`config.mk`:
```
export PLATFORM = sky130hd
export DESIGN_NAME = uart_tx
export DESIGN_NICKNAME = d
export VERILOG_FILES = /design/src/rtl/uart_pkg.sv /design/src/rtl/uart_baud_gen.sv /design/src/rtl/uart_tx.sv
export SDC_FILE = /design/constraint.sdc
export NUM_CORES = 1
export LEC_CHECK = 0
export ABC_AREA = 1
export ABC_CLOCK_PERIOD_IN_PS = 1600
export BUFFER_PORTS_ARGS = -buffer_cell sky130_fd_sc_hd__buf_4
export CORE_UTILIZATION = 55
export DETAILED_ROUTE_END_ITERATION = 6
export PLACE_DENSITY = 0.82
export SETUP_SLACK_MARGIN = 0.02
export SYNTH_ARGS = -nofsm -noshare
export SYNTH_HDL_FRONTEND = slang
export SYNTH_SLANG_ARGS = --single-unit
```
`constraint.sdc`:
```
create_clock -name clk -period 1.6 [get_ports clk]
set_input_delay 0.32 -clock clk [delete_from_list [all_inputs] [get_ports clk]]
set_output_delay 0.32 -clock clk [all_outputs]
set_load 0.005 [all_outputs]
```
`src/rtl/uart_pkg.sv`:
```
// uart_pkg: definitions shared by the UART transmitter and receiver.
//   uart_state_t    - serial frame FSM states
//   PAR_*           - encodings of the PARITY parameter
//   clks_per_bit()  - system clocks per serial bit (integer truncation)
//   parity_bit()    - parity bit for a data byte under a given PARITY mode
package uart_pkg;

  typedef enum logic [2:0] {
    IDLE   = 3'd0,
    START  = 3'd1,
    DATA   = 3'd2,
    PARITY = 3'd3,
    STOP   = 3'd4
  } uart_state_t;

  localparam int PAR_NONE = 32'sd0;
  localparam int PAR_ODD  = 32'sd1;
  localparam int PAR_EVEN = 32'sd2;

  function automatic int clks_per_bit(input int clk_freq, input int baud_rate);
    return clk_freq / baud_rate;
  endfunction

  // Odd mode makes the total count of ones (data + parity) odd, even mode even.
  function automatic logic parity_bit(input logic [7:0] data, input int mode);
    if (mode == PAR_ODD) begin
      return ~(^data);
    end else begin
      return ^data;
    end
  endfunction

endpackage

```
`src/rtl/uart_baud_gen.sv`:
```
// uart_baud_gen: free-running bit-period counter producing a clock-enable tick.
//   clk      in   system clock
//   rst      in   synchronous active-high reset
//   clear    in   restart the bit period (count returns to 0 on this edge)
//   tick     out  high in the last cycle of each bit period (count == N-1)
//   pre_tick out  high in the cycle before tick (count == N-2)
module uart_baud_gen #(
  parameter int CLKS_PER_BIT = 104
) (
  input  logic clk,
  input  logic rst,
  input  logic clear,
  output logic tick,
  output logic pre_tick
);

  localparam int CW = (CLKS_PER_BIT > 2) ? $clog2(CLKS_PER_BIT) : 1;
  localparam logic [CW-1:0] LAST = CW'(CLKS_PER_BIT - 1);
  localparam logic [CW-1:0] PRE  = CW'(CLKS_PER_BIT - 2);

  logic [CW-1:0] count;

  // Bit-period counter: 0..N-1, wrapping, restarted by clear.
  always_ff @(posedge clk) begin
    if (rst || clear) begin
      count <= '0;
    end else if (count == LAST) begin
      count <= '0;
    end else begin
      count <= count + CW'(1);
    end
  end

  assign tick     = (count == LAST);
  assign pre_tick = (count == PRE);

endmodule

```
`src/rtl/uart_tx.sv`:
```
// uart_tx: serial UART transmitter, LSB first, start + 8 data + optional
// parity + 1 or 2 stop bits. Bit timing from uart_baud_gen clock enable.
//   clk       in   system clock
//   rst       in   synchronous active-high reset
//   tx_valid  in   tx_data holds a byte to send
//   tx_data   in   byte to transmit, sampled on accept
//   tx_ready  out  block can accept a byte this cycle (registered)
//   tx        out  serial line, idle high (registered)
//   busy      out  frame in progress (registered)
//   done      out  one-cycle pulse in the last stop-bit cycle (registered)
module uart_tx #(
  parameter int CLK_FREQ  = 1000000,
  parameter int BAUD_RATE = 9600,
  parameter int PARITY    = 0,
  parameter int STOP_BITS = 1
) (
  input  logic       clk,
  input  logic       rst,
  input  logic       tx_valid,
  input  logic [7:0] tx_data,
  output logic       tx_ready,
  output logic       tx,
  output logic       busy,
  output logic       done
);

  import uart_pkg::*;

  localparam int CLKS_PER_BIT = clks_per_bit(CLK_FREQ, BAUD_RATE);

  if (CLKS_PER_BIT < 2) begin : g_bad_clks
    $error("uart_tx: CLK_FREQ / BAUD_RATE must be at least 2");
  end
  if (PARITY < 0 || PARITY > 2) begin : g_bad_parity
    $error("uart_tx: PARITY must be 0, 1 or 2");
  end
  if (STOP_BITS < 1 || STOP_BITS > 2) begin : g_bad_stop
    $error("uart_tx: STOP_BITS must be 1 or 2");
  end

  localparam logic LAST_STOP = 1'(STOP_BITS - 1);

  uart_state_t state;
  logic [7:0]  shift;
  logic [2:0]  idx;
  logic        stop_cnt;
  logic        par_bit;
  logic        tick;
  logic        pre_tick;
  logic        accept;

  assign accept = tx_valid && tx_ready && (state == IDLE);

  // Accepting a byte restarts the bit period so the frame is phase-aligned
  // to the accept edge.
  uart_baud_gen #(
    .CLKS_PER_BIT(CLKS_PER_BIT)
  ) u_baud (
    .clk     (clk),
    .rst     (rst),
    .clear   (accept),
    .tick    (tick),
    .pre_tick(pre_tick)
  );

  // Frame FSM with registered line and status outputs.
  always_ff @(posedge clk) begin
    if (rst) begin
      state    <= IDLE;
      shift    <= 8'h00;
      idx      <= 3'd0;
      stop_cnt <= 1'b0;
      par_bit  <= 1'b0;
      tx       <= 1'b1;
      busy     <= 1'b0;
      done     <= 1'b0;
      tx_ready <= 1'b0;
    end else begin
      done <= 1'b0;
      case (state)
        IDLE: begin
          if (accept) begin
            state    <= START;
            shift    <= tx_data;
            par_bit  <= parity_bit(tx_data, PARITY);
            idx      <= 3'd0;
            stop_cnt <= 1'b0;
            tx       <= 1'b0;
            busy     <= 1'b1;
            tx_ready <= 1'b0;
          end else begin
            tx       <= 1'b1;
            busy     <= 1'b0;
            tx_ready <= 1'b1;
          end
        end
        START: begin
          if (tick) begin
            state <= DATA;
            tx    <= shift[0];
          end
        end
        DATA: begin
          if (tick) begin
            if (idx == 3'd7) begin
              if (PARITY != PAR_NONE) begin
                state <= uart_pkg::PARITY;
                tx    <= par_bit;
              end else begin
                state <= STOP;
                tx    <= 1'b1;
              end
            end else begin
              idx   <= idx + 3'd1;
              shift <= {1'b0, shift[7:1]};
              tx    <= shift[1];
            end
          end
        end
        uart_pkg::PARITY: begin
          if (tick) begin
            state <= STOP;
            tx    <= 1'b1;
          end
        end
        STOP: begin
          // The final stop cycle is spent in IDLE so a new byte can be
          // accepted there without leaving an idle gap on the line.
          if ((stop_cnt == LAST_STOP) && pre_tick) begin
            state    <= IDLE;
            done     <= 1'b1;
            busy     <= 1'b0;
            tx_ready <= 1'b1;
            tx       <= 1'b1;
          end else if (tick) begin
            stop_cnt <= stop_cnt + 1'b1;
          end
        end
        default: begin
          state    <= IDLE;
          tx       <= 1'b1;
          busy     <= 1'b0;
          tx_ready <= 1'b0;
        end
      endcase
    end
  end

endmodule

```
## Yosys cells after proc, flatten, opt, wreduce, memory -nomap -nowiden

Index checks and enable logic that the tools add are counted.
W data, S select, Z words.

- Register bits: 26
- Bits of input ports: 11
- Output and inout bits: 4

- Reduce and logical (&&, ||, !) cells: 15
- Eq/ne operators: 16
- Bitwise operators: 3
- $add $sub $neg: 3
- Multiplexer cells: 31

Operator list:

| cell | number |
|---|---|
| $mux W3 | 9 |
| $mux W8 | 3 |
| $ne A2 B2 Y1 const B | 8 |
| $pmux W8 S2 | 1 |
| $pmux W3 S5 | 1 |
| $eq A7 B7 Y1 const B | 2 |
| $mux W1 | 12 |
| $reduce_and A4 Y1 | 3 |
| $add A7 B1 Y7 const B | 1 |
| $eq A3 B2 Y1 const B | 2 |
| $eq A3 B3 Y1 const B | 2 |
| $pmux W1 S3 | 2 |
| $pmux W3 S2 | 1 |
| $reduce_and A6 Y1 | 1 |
| $pmux W1 S5 | 1 |
| $reduce_bool A2 Y1 | 2 |
| $reduce_or A2 Y1 | 2 |
| $add A3 B1 Y3 const B | 1 |
| $eq A3 B1 Y1 const B | 1 |
| $logic_and A1 B1 Y1 | 3 |
| $logic_not A3 Y1 | 1 |
| $not A1 Y1 | 3 |
| $reduce_or A3 Y1 | 1 |
| $ne A2 B1 Y1 const B | 1 |
| 4 further kinds | 4 |

## Depth between registers and ports, before layout

- Depth after elaboration: 4
- Gate-level depth with buffers: 10

## Hierarchy

Synthesis repeated with hierarchy kept, for this count alone.

- Cells, all modules: 206
- Area, all modules: 1407.6 sq um

By module, submodules not included:

| module | instances | area each (sq um) | cells each | sequential area each (sq um) |
|---|---|---|---|---|
| uart_tx | 1 | 1016.0 | 152 | 380.4 |
| uart_baud_gen | 1 | 391.6 | 54 | 140.1 |

## Worst setup path after synthesis

OpenSTA, ideal clock, no wires.

- Kind: register to register
- Start: register idx[0]
- End: register shift[5]
- Clock period less this slack: 1374 ps
- Arrival time: 1261 ps
- Slack: 226 ps
- Stages on the path, launching flop included: 10
- Buffers on the path: 1
- Library setup time: 113 ps
- Cell sequence: dfxtp_1 -> ha_1 -> ha_1 -> inv_1 -> nand3_1 -> nand2_2 -> nand2_4 -> buf_12 -> o21ai_1 -> nor2_1

- Cells in the longest elaborated chain, start to end: 3

Ends and longest elaborated chain:

| element | line | RTL |
|---|---|---|
| start: declaration | uart_tx.sv:45 | `logic [2:0] idx;` |
| start signal: assignment | uart_tx.sv:114 | `idx <= idx + 3'd1;` |
| $eq A3 B3 Y1 | uart_tx.sv:105 | `if (idx == 3'd7) begin` |
| $ne A2 B2 Y1 (no line) | -- |  |
| $reduce_and A4 Y1 (no line) | -- |  |
| end signal: assignment | uart_tx.sv:84 | `shift <= tx_data;` |
| end signal: assignment | uart_tx.sv:115 | `shift <= {1'b0, shift[7:1]};` |
| end: declaration | uart_tx.sv:44 | `logic [7:0] shift;` |

Every way passes these cells.
A chain may end at the register's enable or synchronous reset.

## Final worst setup path

- Start: register idx[0]
- End: register idx[0]

- Cells in the longest elaborated chain, start to end: 4
- Elaborated cells on any way between the ends: 7

Ends and longest elaborated chain:

| element | line | RTL |
|---|---|---|
| $add A3 B1 Y3 | uart_tx.sv:114 |  |
| $mux W3 | uart_tx.sv:105 |  |
| $mux W3 | uart_tx.sv:104 | `if (tick) begin` |
| $pmux W3 S2 | uart_tx.sv:80 | `case (state)` |

Parallel ways exist; a longest one is shown, timed or not. The select of a mux whose other input is x is not followed.

==> impl_metrics.ini <==
[outcome]
status = complete, no violations

[sta]
period_share_pct = 91.1
tightest_slew_ns = 0.295
slew_headroom_pct = 80.3
finClkSkew_ns = 0.0101
fmax_mhz = 686
hold_viol = 0
grt_setup_unrepaired = true
setup_viol = 0
fin_crit_ns = 1.46
maxSlewViolCount = 0
tns_ns = 0
setup_ws_ns = 0.142

[floorplanning]
die_area_mm2 = 0.00270
core_area_mm2 = 0.00228
io_pins = 15
start_util_pct = 60.3
die_width_um = 52.0
core.rowCount = 17
dieHeight_um = 52.0

[pwr]
clkPwrFrac_pct = 13.3
pwr-share-comb_pct = 44.3
p_sw_mw = 0.988
swShare_pct = 41.3
p_int_mw = 1.41
ir_worst_vdd_mv = 1.03
powerDensity_mw_per_mm2 = 1550
seqPwrFrac_pct = 42.4
p_leak_nw = 0.728

[placement]
post-place-ws_ns = 0.0890
dpl_cell_area_mm2 = 0.00149
dp_hpwl_mm = 1.83
place_congestion = 0.784
placement.io_buffers = 14
place_inst = 236

[clock_tree]
tritoncts = done
clk_latency_ns = 0.31
hold_buffers = 0
clk_pin_slew_ns = 0.13
cts_buffers = 3
clkSinkCount = 26
cts_buffer_depth = 2
cts_root_buf = clkbuf_4
htree_levels = 1

[logic_synthesis]
synth_simple_gate_area_share_pct = 38.2
ys_seq_elements = 26
synthAdderAreaFrac_pct = 3.65
synth_compound_area_share_pct = 10.5
syn_nets = 211
ys_seq_area_share_pct = 37.9
synth_top_family_by_area = simple AND/OR/NAND/NOR gates
yosys_warnings = 0
synthCells = 196
syn_area_per_cell_um2 = 7.00
yosysUniqueCellTypes = 28
synth-xor-area-share_pct = 0.638
synth_area_mm2 = 0.00137
synthMuxAreaShare_pct = 0

[worst_setup_path]
cp_slowest_stage_delay_ns = 0.35
path_buf_inv = 2
cp-end-kind = flop
path_class = flop to flop
worstSetupStartpointType = flop
ff2ff_setup_slack_ns = 0.14
cp_top_family = simple AND/OR/NAND/NOR gates
crit_slowest_cell = dfxtp_1
crit_arrival_ns = 1.71
cp_max_fo = 12
worst-r2r-cell-count = 9
crit_chain = ha_1, ha_1, inv_1, nand3_1, nand2_2, nand2_8, inv_6, nor2_1, nor2_1
path_depth = 9
crit_required_ns = 1.85

[final_layout]
area_growth_pct = 12.7
diodes = 0
final_cells = 240
finalInstanceArea_mm2 = 0.00155
final_common_cell = nand2_1
fillers = 187
final_layout_size_suffix_gt1_share_pct = 21.2
nets = 228
mostFrequentLayoutCells = 44 x nand2_1, 42 x nor2_1, 25 x dfxtp_1

[job]
maxCapViolations = 0

[routing]
drt-wirelength-per-cell_um = 10.0
first_pass_iters = 6
antenna_left = 0
viasPerCell = 5.03
drt_iter0_drc = 24
vias = 1208
wirelength_mm = 2.41
drc = 0

[grt]
grt.total_usage_pct = 22.0
grt_max_degree = 15
grt_pass1_wl_mm = 4.50
grt_antenna_before_repair = 0
grt_overflow = 0
grt_pass1_vias = 1107

[hold_path]
hp-class = input pin to flop
holdPathStages = 2
[final cells by class]
cell class                      instances  area [µm²]  share of cell area, %
Clock buffer                            4        36.3                   2.35
Inverter                               24         100                   6.47
Multi-Input combinational cell        143         741                   47.9
Sequential cell                        26         522                   33.7
Tap cell                               28        35.0                   2.27
Timing Repair Buffer                   15         113                   7.28
[cell families (layout without fill, tap and decap cells)]
logic type | Yosys count | in the layout
buf+inv | 27 | 43
fa+ha+maj | 4 | 4
flops | 26 | 26
xor+xnor | 1 | 1
compound gates | 22 | 22
simple gates | 116 | 116
[sequential cells by signal, summed over array words and instances (netlist names)]
| register | cells |
|---|---|
| u_baud.count | 7 |
| done | 1 |
| idx | 3 |
| state | 3 |
| shift | 8 |
| busy | 1 |
| tx_ready | 1 |
| tx | 1 |
| stop_cnt | 1 |
[power by group through the flow]
stage               Sequential [mW]  Clock, mW  Combinational (mW)
CTS                            1.01      0.333                1.02
floorplan                     0.998          0               0.880
global placement               1.02          0                1.00
detailed placement             1.03          0                1.02
finish                         1.01      0.319                1.06
global route                   1.04      0.360                1.25
[cells in the mapped netlist]
| library cell | n | area (µm²) |
|---|---|---|
| a21oi_2 | 1 | 8.76 |
| o21ai_1 | 4 | 20.0 |
| nor2_4 | 1 | 11.3 |
| a21oi_1 | 5 | 25.0 |
| o21ai_0 | 3 | 15.0 |
| nand2_4 | 3 | 33.8 |
| nand3_2 | 1 | 10.0 |
| nand4_1 | 2 | 12.5 |
| nand2_1 | 45 | 169 |
| clkinv_4 | 1 | 8.76 |
| buf_12 | 1 | 20.0 |
| o21ai_2 | 7 | 61.3 |
| inv_1 | 20 | 75.1 |
| ha_1 | 4 | 50.1 |
| a211oi_1 | 1 | 7.51 |
| nor2_1 | 42 | 158 |
| nand4_2 | 1 | 12.5 |
| nor3b_1 | 2 | 15.0 |
| dfxtp_1 | 26 | 521 |
| nand2_2 | 4 | 25.0 |
| nor3_1 | 3 | 15.0 |
| a31oi_1 | 1 | 6.26 |
| xor2_1 | 1 | 8.76 |
| nor2_2 | 1 | 6.26 |
| nand3_1 | 10 | 50.1 |
| or2_0 | 1 | 6.26 |
| buf_2 | 2 | 10.0 |
| inv_2 | 3 | 11.3 |
[metrics by stage]
step | util [%] | power, mW | hold WS, ns
global route | 67.9 | 2.65 | 0.180
CTS | 67.1 | 2.37 | 0.185
detailed placement | 65.5 | 2.05 | 0.452
global placement | 65.5 | 2.02 | 0.444
floorplan | - | 1.88 | 0.382
finish | 67.9 | 2.39 | 0.196
[repair_timing]
| item | 4_1_cts | 5_1_grt |
|---|---|---|
| buffers inserted | 0 | 0 |
| endpoints found under the hold margin | 0 | 0 |
| setup endpoints to repair | 0 | 14 |
| gates resized for setup | 0 | 6 |
[routing by layer]
metal,vias up,GRT usage (%),wire [µm]
met3,2,3.51,75
li1,651,-,-
met4,0,6.76,16
met5,-,0,0
met1,537,27.3,1210
met2,18,38.2,1110
[worst paths after layout]
| kind | end | start |
|---|---|---|
| setup / recovery | idx[0]$_SDFFE_PP0P_ | idx[0]$_SDFFE_PP0P_ |
| hold reg to reg | u_baud.count[0]$_SDFF_PP0_ | u_baud.count[0]$_SDFF_PP0_ |
| setup reg to reg | idx[0]$_SDFFE_PP0P_ | idx[0]$_SDFFE_PP0P_ |
| hold / removal | shift[7]$_SDFFE_PP0P_ | rst |
[worst reg2reg max path: stages, from the launching register on]
cell and delay, ns:
dfxtp_1 0.35, ha_1 0.20, ha_1 0.17, inv_1 0.06
nand3_1 0.11, nand2_2 0.15, nand2_8 0.12, inv_6 0.11
nor2_1 0.05, nor2_1 0.09
No activity file was read; power rests on OpenSTA's default activity.
